### config.mk
export PLATFORM = sky130hd
export DESIGN_NAME = sorter_arbiter_flat
export DESIGN_NICKNAME = d
export VERILOG_FILES = /design/src/rtl/sorter_pkg.sv /design/src/rtl/sorter_arbiter_if.sv /design/src/rtl/sorter_arbiter_rr_picker.sv /design/src/rtl/sorter_arbiter.sv /design/src/flat_wrapper.sv
export SDC_FILE = /design/constraint.sdc
export NUM_CORES = 1
export LEC_CHECK = 0
export CAP_MARGIN = 5
export CORE_ASPECT_RATIO = 0.6
export CORE_MARGIN = 5
export CORE_UTILIZATION = 45
export CTS_BUF_LIST = sky130_fd_sc_hd__clkbuf_4 sky130_fd_sc_hd__clkbuf_8
export DETAILED_ROUTE_END_ITERATION = 10
export GPL_ROUTABILITY_DRIVEN = 0
export PLACE_DENSITY_LB_ADDON = 0.08
export SYNTH_ARGS = -nofsm -noshare
export SYNTH_HDL_FRONTEND = slang
export SYNTH_HIERARCHICAL = 1
export SYNTH_SLANG_ARGS = --single-unit
### constraint.sdc
create_clock -name clock -period 5.6 [get_ports clock]
set_input_delay 1.12 -clock clock [delete_from_list [all_inputs] [get_ports clock]]
set_output_delay 1.12 -clock clock [all_outputs]
set_load 0.02 [all_outputs]
### src/rtl/sorter_pkg.sv
// Shared types and defaults for the sorter front end (sorter_stack and sorter_arbiter).
package sorter_pkg;

  localparam int SORTER_DATA_WIDTH = 16;
  localparam int SORTER_MAX_LENGTH = 30;

  typedef enum logic [1:0] {
    IDLE = 2'd0,
    PASS = 2'd1,
    DROP = 2'd2
  } state_t;

  function automatic int ch_w(input int n);
    return (n <= 2) ? 1 : $clog2(n);
  endfunction

endpackage

### src/rtl/sorter_arbiter_if.sv
// Bundle of N_CH producer streams plus the single stream into the sorter sink.
interface sorter_arbiter_if
  import sorter_pkg::*;
#(
  parameter int N_CH       = 4,
  parameter int DATA_WIDTH = SORTER_DATA_WIDTH,
  parameter int CH_W       = ch_w(N_CH)
);
  logic [N_CH-1:0]            in_valid;
  logic [N_CH-1:0]            in_sop;
  logic [N_CH-1:0]            in_eop;
  logic [N_CH*DATA_WIDTH-1:0] in_data;
  logic [N_CH-1:0]            in_ready;
  logic                       out_valid;
  logic                       out_sop;
  logic                       out_eop;
  logic [DATA_WIDTH-1:0]      out_data;
  logic [CH_W-1:0]            out_channel;
  logic                       out_ready;

  modport slave (
    input  in_valid, in_sop, in_eop, in_data, out_ready,
    output in_ready, out_valid, out_sop, out_eop, out_data, out_channel
  );

  modport master (
    output in_valid, in_sop, in_eop, in_data, out_ready,
    input  in_ready, out_valid, out_sop, out_eop, out_data, out_channel
  );
endinterface

### src/rtl/sorter_arbiter_rr_picker.sv
// Rotate-priority encoder: first requester at or after ptr, searching upward modulo N_CH.
module rr_picker
  import sorter_pkg::*;
#(
  parameter int N_CH = 4,
  parameter int CH_W = ch_w(N_CH)
) (
  input  logic [N_CH-1:0] req,
  input  logic [CH_W-1:0] ptr,
  output logic [CH_W-1:0] gnt_idx,
  output logic            any
);

  logic [N_CH-1:0] w_rot;

  // Bit i of w_rot is the request of channel (ptr + i) mod N_CH.
  assign w_rot = N_CH'({req, req} >> ptr);
  assign any   = |w_rot;

  always_comb begin
    int w_off;
    int w_sum;
    w_off = 0;
    for (int i = N_CH - 1; i >= 0; i--) begin
      if (w_rot[i]) w_off = i;
    end
    w_sum = int'(ptr) + w_off;
    if (w_sum >= N_CH) w_sum = w_sum - N_CH;
    gnt_idx = CH_W'(w_sum);
  end

endmodule

### src/rtl/sorter_arbiter.sv
// Round-robin packet arbiter feeding one sorter_stack sink; truncates long packets
// and discards words that arrive outside a packet.
module sorter_arbiter
  import sorter_pkg::*;
#(
  parameter int DATA_WIDTH = SORTER_DATA_WIDTH,
  parameter int MAX_LENGTH = SORTER_MAX_LENGTH,
  parameter int N_CH       = 4,
  parameter int CNT_WIDTH  = 16
) (
  input  logic                 clock,
  input  logic                 reset,
  sorter_arbiter_if.slave      bus,
  output logic                 busy,
  output logic [CNT_WIDTH-1:0] trunc_count,
  output logic [CNT_WIDTH-1:0] drop_count
);

  localparam int CH_W  = ch_w(N_CH);
  localparam int INC_W = $clog2(N_CH + 2);

  function automatic logic [CNT_WIDTH-1:0] sat_add(input logic [CNT_WIDTH-1:0] a,
                                                   input logic [INC_W-1:0]     b);
    logic [CNT_WIDTH:0] s;
    s = {1'b0, a} + (CNT_WIDTH + 1)'(b);
    return s[CNT_WIDTH] ? '1 : s[CNT_WIDTH-1:0];
  endfunction

  state_t                 r_state, w_state_nxt;
  logic [CH_W-1:0]        r_gnt, w_gnt_nxt;
  logic [CH_W-1:0]        r_ptr, w_ptr_nxt;
  logic [5:0]             r_wcnt, w_wcnt_nxt;
  logic [CNT_WIDTH-1:0]   r_trunc, r_drop;

  logic                   r_vld_p1, r_sop_p1, r_eop_p1;
  logic [DATA_WIDTH-1:0]  r_data_p1;
  logic [CH_W-1:0]        r_ch_p1;

  logic                   w_load, w_acc, w_cap, w_trunc_inc;
  logic                   w_g_valid, w_g_eop, w_pick_any;
  logic [CH_W-1:0]        w_pick;
  logic [N_CH-1:0]        w_sop_req, w_orphan, w_one_hot, w_ready;
  logic [INC_W-1:0]       w_drop_inc;
  logic [DATA_WIDTH-1:0]  w_g_data;

  assign w_load    = !r_vld_p1 || bus.out_ready;
  assign w_sop_req = bus.in_valid & bus.in_sop;
  assign w_orphan  = bus.in_valid & ~bus.in_sop;
  assign w_one_hot = {{(N_CH-1){1'b0}}, 1'b1} << r_gnt;
  assign w_g_valid = |(bus.in_valid & w_one_hot);
  assign w_g_eop   = |(bus.in_eop & w_one_hot);
  assign w_g_data  = DATA_WIDTH'(bus.in_data >> (int'(r_gnt) * DATA_WIDTH));
  assign w_cap     = (r_wcnt == 6'(MAX_LENGTH - 1));

  rr_picker #(.N_CH(N_CH), .CH_W(CH_W)) u_picker (
    .req     (w_sop_req),
    .ptr     (r_ptr),
    .gnt_idx (w_pick),
    .any     (w_pick_any)
  );

  always_comb begin
    w_state_nxt = r_state;
    w_gnt_nxt   = r_gnt;
    w_ptr_nxt   = r_ptr;
    w_wcnt_nxt  = r_wcnt;
    w_ready     = '0;
    w_acc       = 1'b0;
    w_drop_inc  = '0;
    w_trunc_inc = 1'b0;
    case (r_state)
      IDLE: begin
        // The winning sop word stays on its channel and is taken in PASS.
        w_ready    = w_orphan;
        w_drop_inc = INC_W'($countones(w_orphan));
        if (w_pick_any) begin
          w_gnt_nxt   = w_pick;
          w_ptr_nxt   = (int'(w_pick) == N_CH - 1) ? '0 : w_pick + CH_W'(1);
          w_wcnt_nxt  = '0;
          w_state_nxt = PASS;
        end
      end
      PASS: begin
        if (w_load) w_ready = w_one_hot;
        if (w_load && w_g_valid) begin
          w_acc      = 1'b1;
          w_wcnt_nxt = r_wcnt + 6'd1;
          if (w_g_eop) begin
            w_state_nxt = IDLE;
          end else if (w_cap) begin
            w_trunc_inc = 1'b1;
            w_state_nxt = DROP;
          end
        end
      end
      DROP: begin
        w_ready = w_one_hot;
        if (w_g_valid) begin
          w_drop_inc = INC_W'(1);
          if (w_g_eop) w_state_nxt = IDLE;
        end
      end
      default: w_state_nxt = IDLE;
    endcase
  end

  always_ff @(posedge clock or posedge reset) begin
    if (reset) begin
      r_state <= IDLE;
      r_gnt   <= '0;
      r_ptr   <= '0;
      r_wcnt  <= '0;
      r_trunc <= '0;
      r_drop  <= '0;
    end else begin
      r_state <= w_state_nxt;
      r_gnt   <= w_gnt_nxt;
      r_ptr   <= w_ptr_nxt;
      r_wcnt  <= w_wcnt_nxt;
      if (w_trunc_inc) r_trunc <= sat_add(r_trunc, INC_W'(1));
      if (|w_drop_inc) r_drop <= sat_add(r_drop, w_drop_inc);
    end
  end

  // Stage p1: output register, reloads whenever empty or being drained.
  always_ff @(posedge clock or posedge reset) begin
    if (reset) begin
      r_vld_p1  <= 1'b0;
      r_sop_p1  <= 1'b0;
      r_eop_p1  <= 1'b0;
      r_data_p1 <= '0;
      r_ch_p1   <= '0;
    end else if (w_load) begin
      r_vld_p1 <= w_acc;
      if (w_acc) begin
        r_sop_p1  <= (r_wcnt == 6'd0);
        r_eop_p1  <= w_g_eop || w_cap;
        r_data_p1 <= w_g_data;
        r_ch_p1   <= r_gnt;
      end
    end
  end

  assign bus.in_ready    = w_ready & ~{N_CH{reset}};
  assign bus.out_valid   = r_vld_p1;
  assign bus.out_sop     = r_sop_p1;
  assign bus.out_eop     = r_eop_p1;
  assign bus.out_data    = r_data_p1;
  assign bus.out_channel = r_ch_p1;
  assign busy            = (r_state != IDLE);
  assign trunc_count     = r_trunc;
  assign drop_count      = r_drop;

endmodule
### src/flat_wrapper.sv
// flat-port wrapper written by rule: the top's interface ports become plain ports
module sorter_arbiter_flat import sorter_pkg::*;
#(
  parameter int DATA_WIDTH = SORTER_DATA_WIDTH,
  parameter int MAX_LENGTH = SORTER_MAX_LENGTH,
  parameter int N_CH       = 4,
  parameter int CNT_WIDTH  = 16
)
  (clock, reset, busy, trunc_count, drop_count, bus_in_valid, bus_in_sop, bus_in_eop, bus_in_data, bus_out_ready, bus_in_ready, bus_out_valid, bus_out_sop, bus_out_eop, bus_out_data, bus_out_channel);
  sorter_arbiter_if #(.N_CH(N_CH), .DATA_WIDTH(DATA_WIDTH)) bus_i ();
  input  logic clock;
  input  logic reset;
  output logic busy;
  output logic [CNT_WIDTH-1:0] trunc_count;
  output logic [CNT_WIDTH-1:0] drop_count;
  input wire logic [$bits(bus_i.in_valid)-1:0] bus_in_valid;
  input wire logic [$bits(bus_i.in_sop)-1:0] bus_in_sop;
  input wire logic [$bits(bus_i.in_eop)-1:0] bus_in_eop;
  input wire logic [$bits(bus_i.in_data)-1:0] bus_in_data;
  input wire logic [$bits(bus_i.out_ready)-1:0] bus_out_ready;
  output wire logic [$bits(bus_i.in_ready)-1:0] bus_in_ready;
  output wire logic [$bits(bus_i.out_valid)-1:0] bus_out_valid;
  output wire logic [$bits(bus_i.out_sop)-1:0] bus_out_sop;
  output wire logic [$bits(bus_i.out_eop)-1:0] bus_out_eop;
  output wire logic [$bits(bus_i.out_data)-1:0] bus_out_data;
  output wire logic [$bits(bus_i.out_channel)-1:0] bus_out_channel;
  assign bus_i.in_valid = bus_in_valid;
  assign bus_i.in_sop = bus_in_sop;
  assign bus_i.in_eop = bus_in_eop;
  assign bus_i.in_data = bus_in_data;
  assign bus_i.out_ready = bus_out_ready;
  assign bus_in_ready = bus_i.in_ready;
  assign bus_out_valid = bus_i.out_valid;
  assign bus_out_sop = bus_i.out_sop;
  assign bus_out_eop = bus_i.out_eop;
  assign bus_out_data = bus_i.out_data;
  assign bus_out_channel = bus_i.out_channel;
  sorter_arbiter #(.DATA_WIDTH(DATA_WIDTH), .MAX_LENGTH(MAX_LENGTH), .N_CH(N_CH), .CNT_WIDTH(CNT_WIDTH)) u_core (.clock(clock), .reset(reset), .bus(bus_i), .busy(busy), .trunc_count(trunc_count), .drop_count(drop_count));
endmodule
==> impl_metrics.csv <==
group,metric,value,unit
power,p_per_area,387,nW/um2
clocking,cts_sinks,65,
placed_design,port_buffers,136,
clocking,path_clk_slew,0.07,ns
worst_setup_path,end_kind,"register",
finish,num_antenna_cells,0,
timing,tightest_slew,0.932,ns
logic_synthesis,synth_compound_area_frac,0.115,
worst_setup_path,crit_buf_inv,1,
die,fp.dieArea,11000,um2
hold_path,min_path_type,"register to register",
logic_synthesis,ys.flop_type,"dfrtp_1",
timing,hold_violations,0,
clocking,clock_latency,0.35,ns
power,leakage,0.00231,uW
logic_synthesis,synth_xor_area_frac,0.0109,
logic_synthesis,synth_top_family_by_area,"multiplexers",
clocking,ctsResizeCount,0,
logic_synthesis,synthesis.area,4020,um2
logic_synthesis,syn-instance-count,382,
run,drv_cap,0,
finish,layout_common_cells,"clkdlybuf4s50_1, dfrtp_1, nand2_1, mux2_2, nor2_1",
finish,utilization,0.652,
timing,rsz0062_at_grt,"no",
logic_synthesis,ys_ff_latch,65,
timing,relSlewSlack,0.379,
clocking,clock_path_buffers,2,
die,num_io_pins,137,
placed_design,preCtsSetupSlack,0.969,ns
logic_synthesis,yosys.area_share.adder,0.0442,
timing,finalCriticalPeriod,4.28,ns
grt,met1_usage,0.267,
timing,max_freq,233,MHz
route,ant_nets,0,
die,start_util,0.466,
timing,setup_tns,0,ns
timing,clock_skew,0.00766,ns
placed_design,dp_hpwl,8.24,mm
timing,finalWorstSetupSlack,1.32,ns
worst_setup_path,cp_cell_sequence,"clkdlybuf4s50_1 > nor2b_1 > fa_1 > ha_1 > mux2i_1 > nor2_1 > ha_1 > fa_1 > a21o_1 > nor2b_1 > and3_1 > nand4_1 > mux2_1",
worst_setup_path,cpMaxStageDelayCell,"clkdlybuf4s50_1",
worst_setup_path,crit_family,"adder cells",
timing,setup_viol,0,
logic_synthesis,async_reset_ff_frac,1.00,
logic_synthesis,syn_nets,474,
grt,grt_remaining_overflow,0,
finish,syn_to_final_growth,40.0,%
logic_synthesis,synthMuxAreaShare,0.194,
clocking,postCtsSetupBuffers,0,
finish,final_common_cell,"clkdlybuf4s50_1",
timing,finalCritPeriodShare,0.765,
grt,grt_pass1_vias,3612,
worst_setup_path,criticalPathCategory,"primary input to register",
logic_synthesis,synth_seq_area_share,0.405,
clocking,cts_max_level,3,
finish,fin_nets,606,
worst_setup_path,path_max_fanout,6,
route,wl_per_cell,17.1,um
worst_setup_path,worst_setup_path_start_kind,"primary input",
die,core_area,8620,um2
finish,post_route_cells_drive_above_1_share,0.148,
clocking,cts_tree,"done",
timing,slew_violations,0,
logic_synthesis,synth-edff-count,0,
grt,track_usage,0.200,
grt,top_usage_layer,"met2",
worst_setup_path,cp_slowest_stage_delay,0.50,ns
route,vias,3513,
die,die_h,83.2,um
power,irDropWorstVdd,206,uV
worst_setup_path,crit_arrival,4.51,ns
grt,use_met3,0.0719,
grt,grt_pass1_wl,18.1,mm
route,dr.pass1.iters,5,
logic_synthesis,syn_avg_cell_area,10.5,um2
logic_synthesis,synth_top_area_share,0.405,
grt,grt_max_degree,42,
logic_synthesis,synth_top_cell_by_area,"dfrtp_1",
logic_synthesis,ys_warn_count,6,
logic_synthesis,synth_area_leaders,"dfrtp_1, mux4_2, mux2_2",
grt,use_met2,0.306,
logic_synthesis,synth-simple-area-share,0.190,
die,die_w,132,um
grt,antenna_found_initial,0,
clocking,root_buffer,"clkbuf_8",
die,row_count,26,
logic_synthesis,synth.distinct_cells,54,
run_status,outcome,"completed",
route,remaining_drc_errors,0,
route,first_iter_violations,227,
power,finalPower,2180,uW
clocking,numCtsBuffers,9,
worst_setup_path,cp_data_required_time,5.83,ns
clocking,holdBufCountCts,0,
route,routed_wirelength,10.8,mm
route,viasPerCell,5.57,
[layer usage]
metal | routed length, um | vias up
met4 | 95 | 0
met5 | 0 | -
li1 | - | 1665
met3 | 896 | 10
met1 | 4840 | 1709
met2 | 4950 | 129
[cells by family (layout without fill, tap and decap cells)]
| logic type | after synthesis | in the layout |
|---|---|---|
| AND/OR/NAND/NOR | 149 | 149 |
| AO/OA/AOI/OAI | 66 | 66 |
| flip-flops | 65 | 65 |
| multiplexers | 51 | 51 |
| buffers and inverters | 33 | 170 |
| adder cells (fa/ha/maj) | 13 | 13 |
| XOR/XNOR | 5 | 5 |
[worst paths after layout]
kind,startpoint,endpoint,slack (ns),cells after the start
worst max-delay path,bus_in_valid[3],u_core/drop_count[10],1.32,13
worst min-delay path,u_core/bus.out_sop,u_core/bus.out_sop,0.48,2
worst max register to register,u_core/r_gnt[1],u_core/drop_count[10],2.07,10
max in group asynchronous,reset,u_core/bus.out_sop,3.40,3
min in group asynchronous,reset,u_core/drop_count[7],1.25,2
worst min register to register,u_core/bus.out_sop,u_core/bus.out_sop,0.48,2
[layout make-up]
type | count | area, um2
Clock inverter | 6 | 57.6
Inverter | 16 | 60.1
Clock buffer | 10 | 138
Tap cell | 112 | 140
Fill cell | 685 | 3000
Sequential cell | 65 | 1630
Timing Repair Buffer | 138 | 1380
Multi-Input combinational cell | 284 | 2230
[metrics by stage]
step | area (um2) | hold slack (ns) | cells
6_report | 5620 | 0.482 | 631
4_1_cts | 5620 | 0.486 | 631
5_1_grt | 5620 | 0.532 | 631
3_3_place_gp | 5430 | 0.463 | 615
2_1_floorplan | 4020 | 0.480 | 382
3_5_place_dp | 5430 | 0.466 | 615
[worst register-to-register path, cell delays in order (launching register included)]
cell and delay (ns):
dfrtp_1 0.96, mux4_2 0.52, mux2i_1 0.17, nor2_1 0.06
ha_1 0.22, fa_1 0.42, a21o_1 0.22, nor2b_1 0.15
and3_1 0.25, nand4_1 0.12, mux2_1 0.33
[synth_stat cells, types with 9 or more instances]
library cell,number
a21oi_1,19
clkbuf_1,9
dfrtp_1,65
ha_1,11
inv_1,16
mux2_2,28
mux4_2,18
nand2_1,41
nand3_1,15
nand4_1,15
nor2_1,25
nor2b_1,10
nor3_1,9
o21ai_0,13
[power breakdown]
| group | total (uW) | switching (uW) | internal (uW) |
|---|---|---|---|
| Combinational | 1050 | 493 | 558 |
| Sequential | 727 | 133 | 595 |
| Clock | 398 | 184 | 214 |
| Total | 2180 | 809 | 1370 |
[flip-flops by register name (all words and copies together), names as in the netlist]
name	flops
u_core/bus.out_channel	2
u_core/bus.out_data	16
u_core/bus.out_eop	1
u_core/bus.out_sop	1
u_core/bus.out_valid	1
u_core/drop_count	16
u_core/r_gnt	2
u_core/r_ptr	2
u_core/r_state	2
u_core/r_wcnt	6
u_core/trunc_count	16
Note: power is estimated with default switching activity, not from simulation.
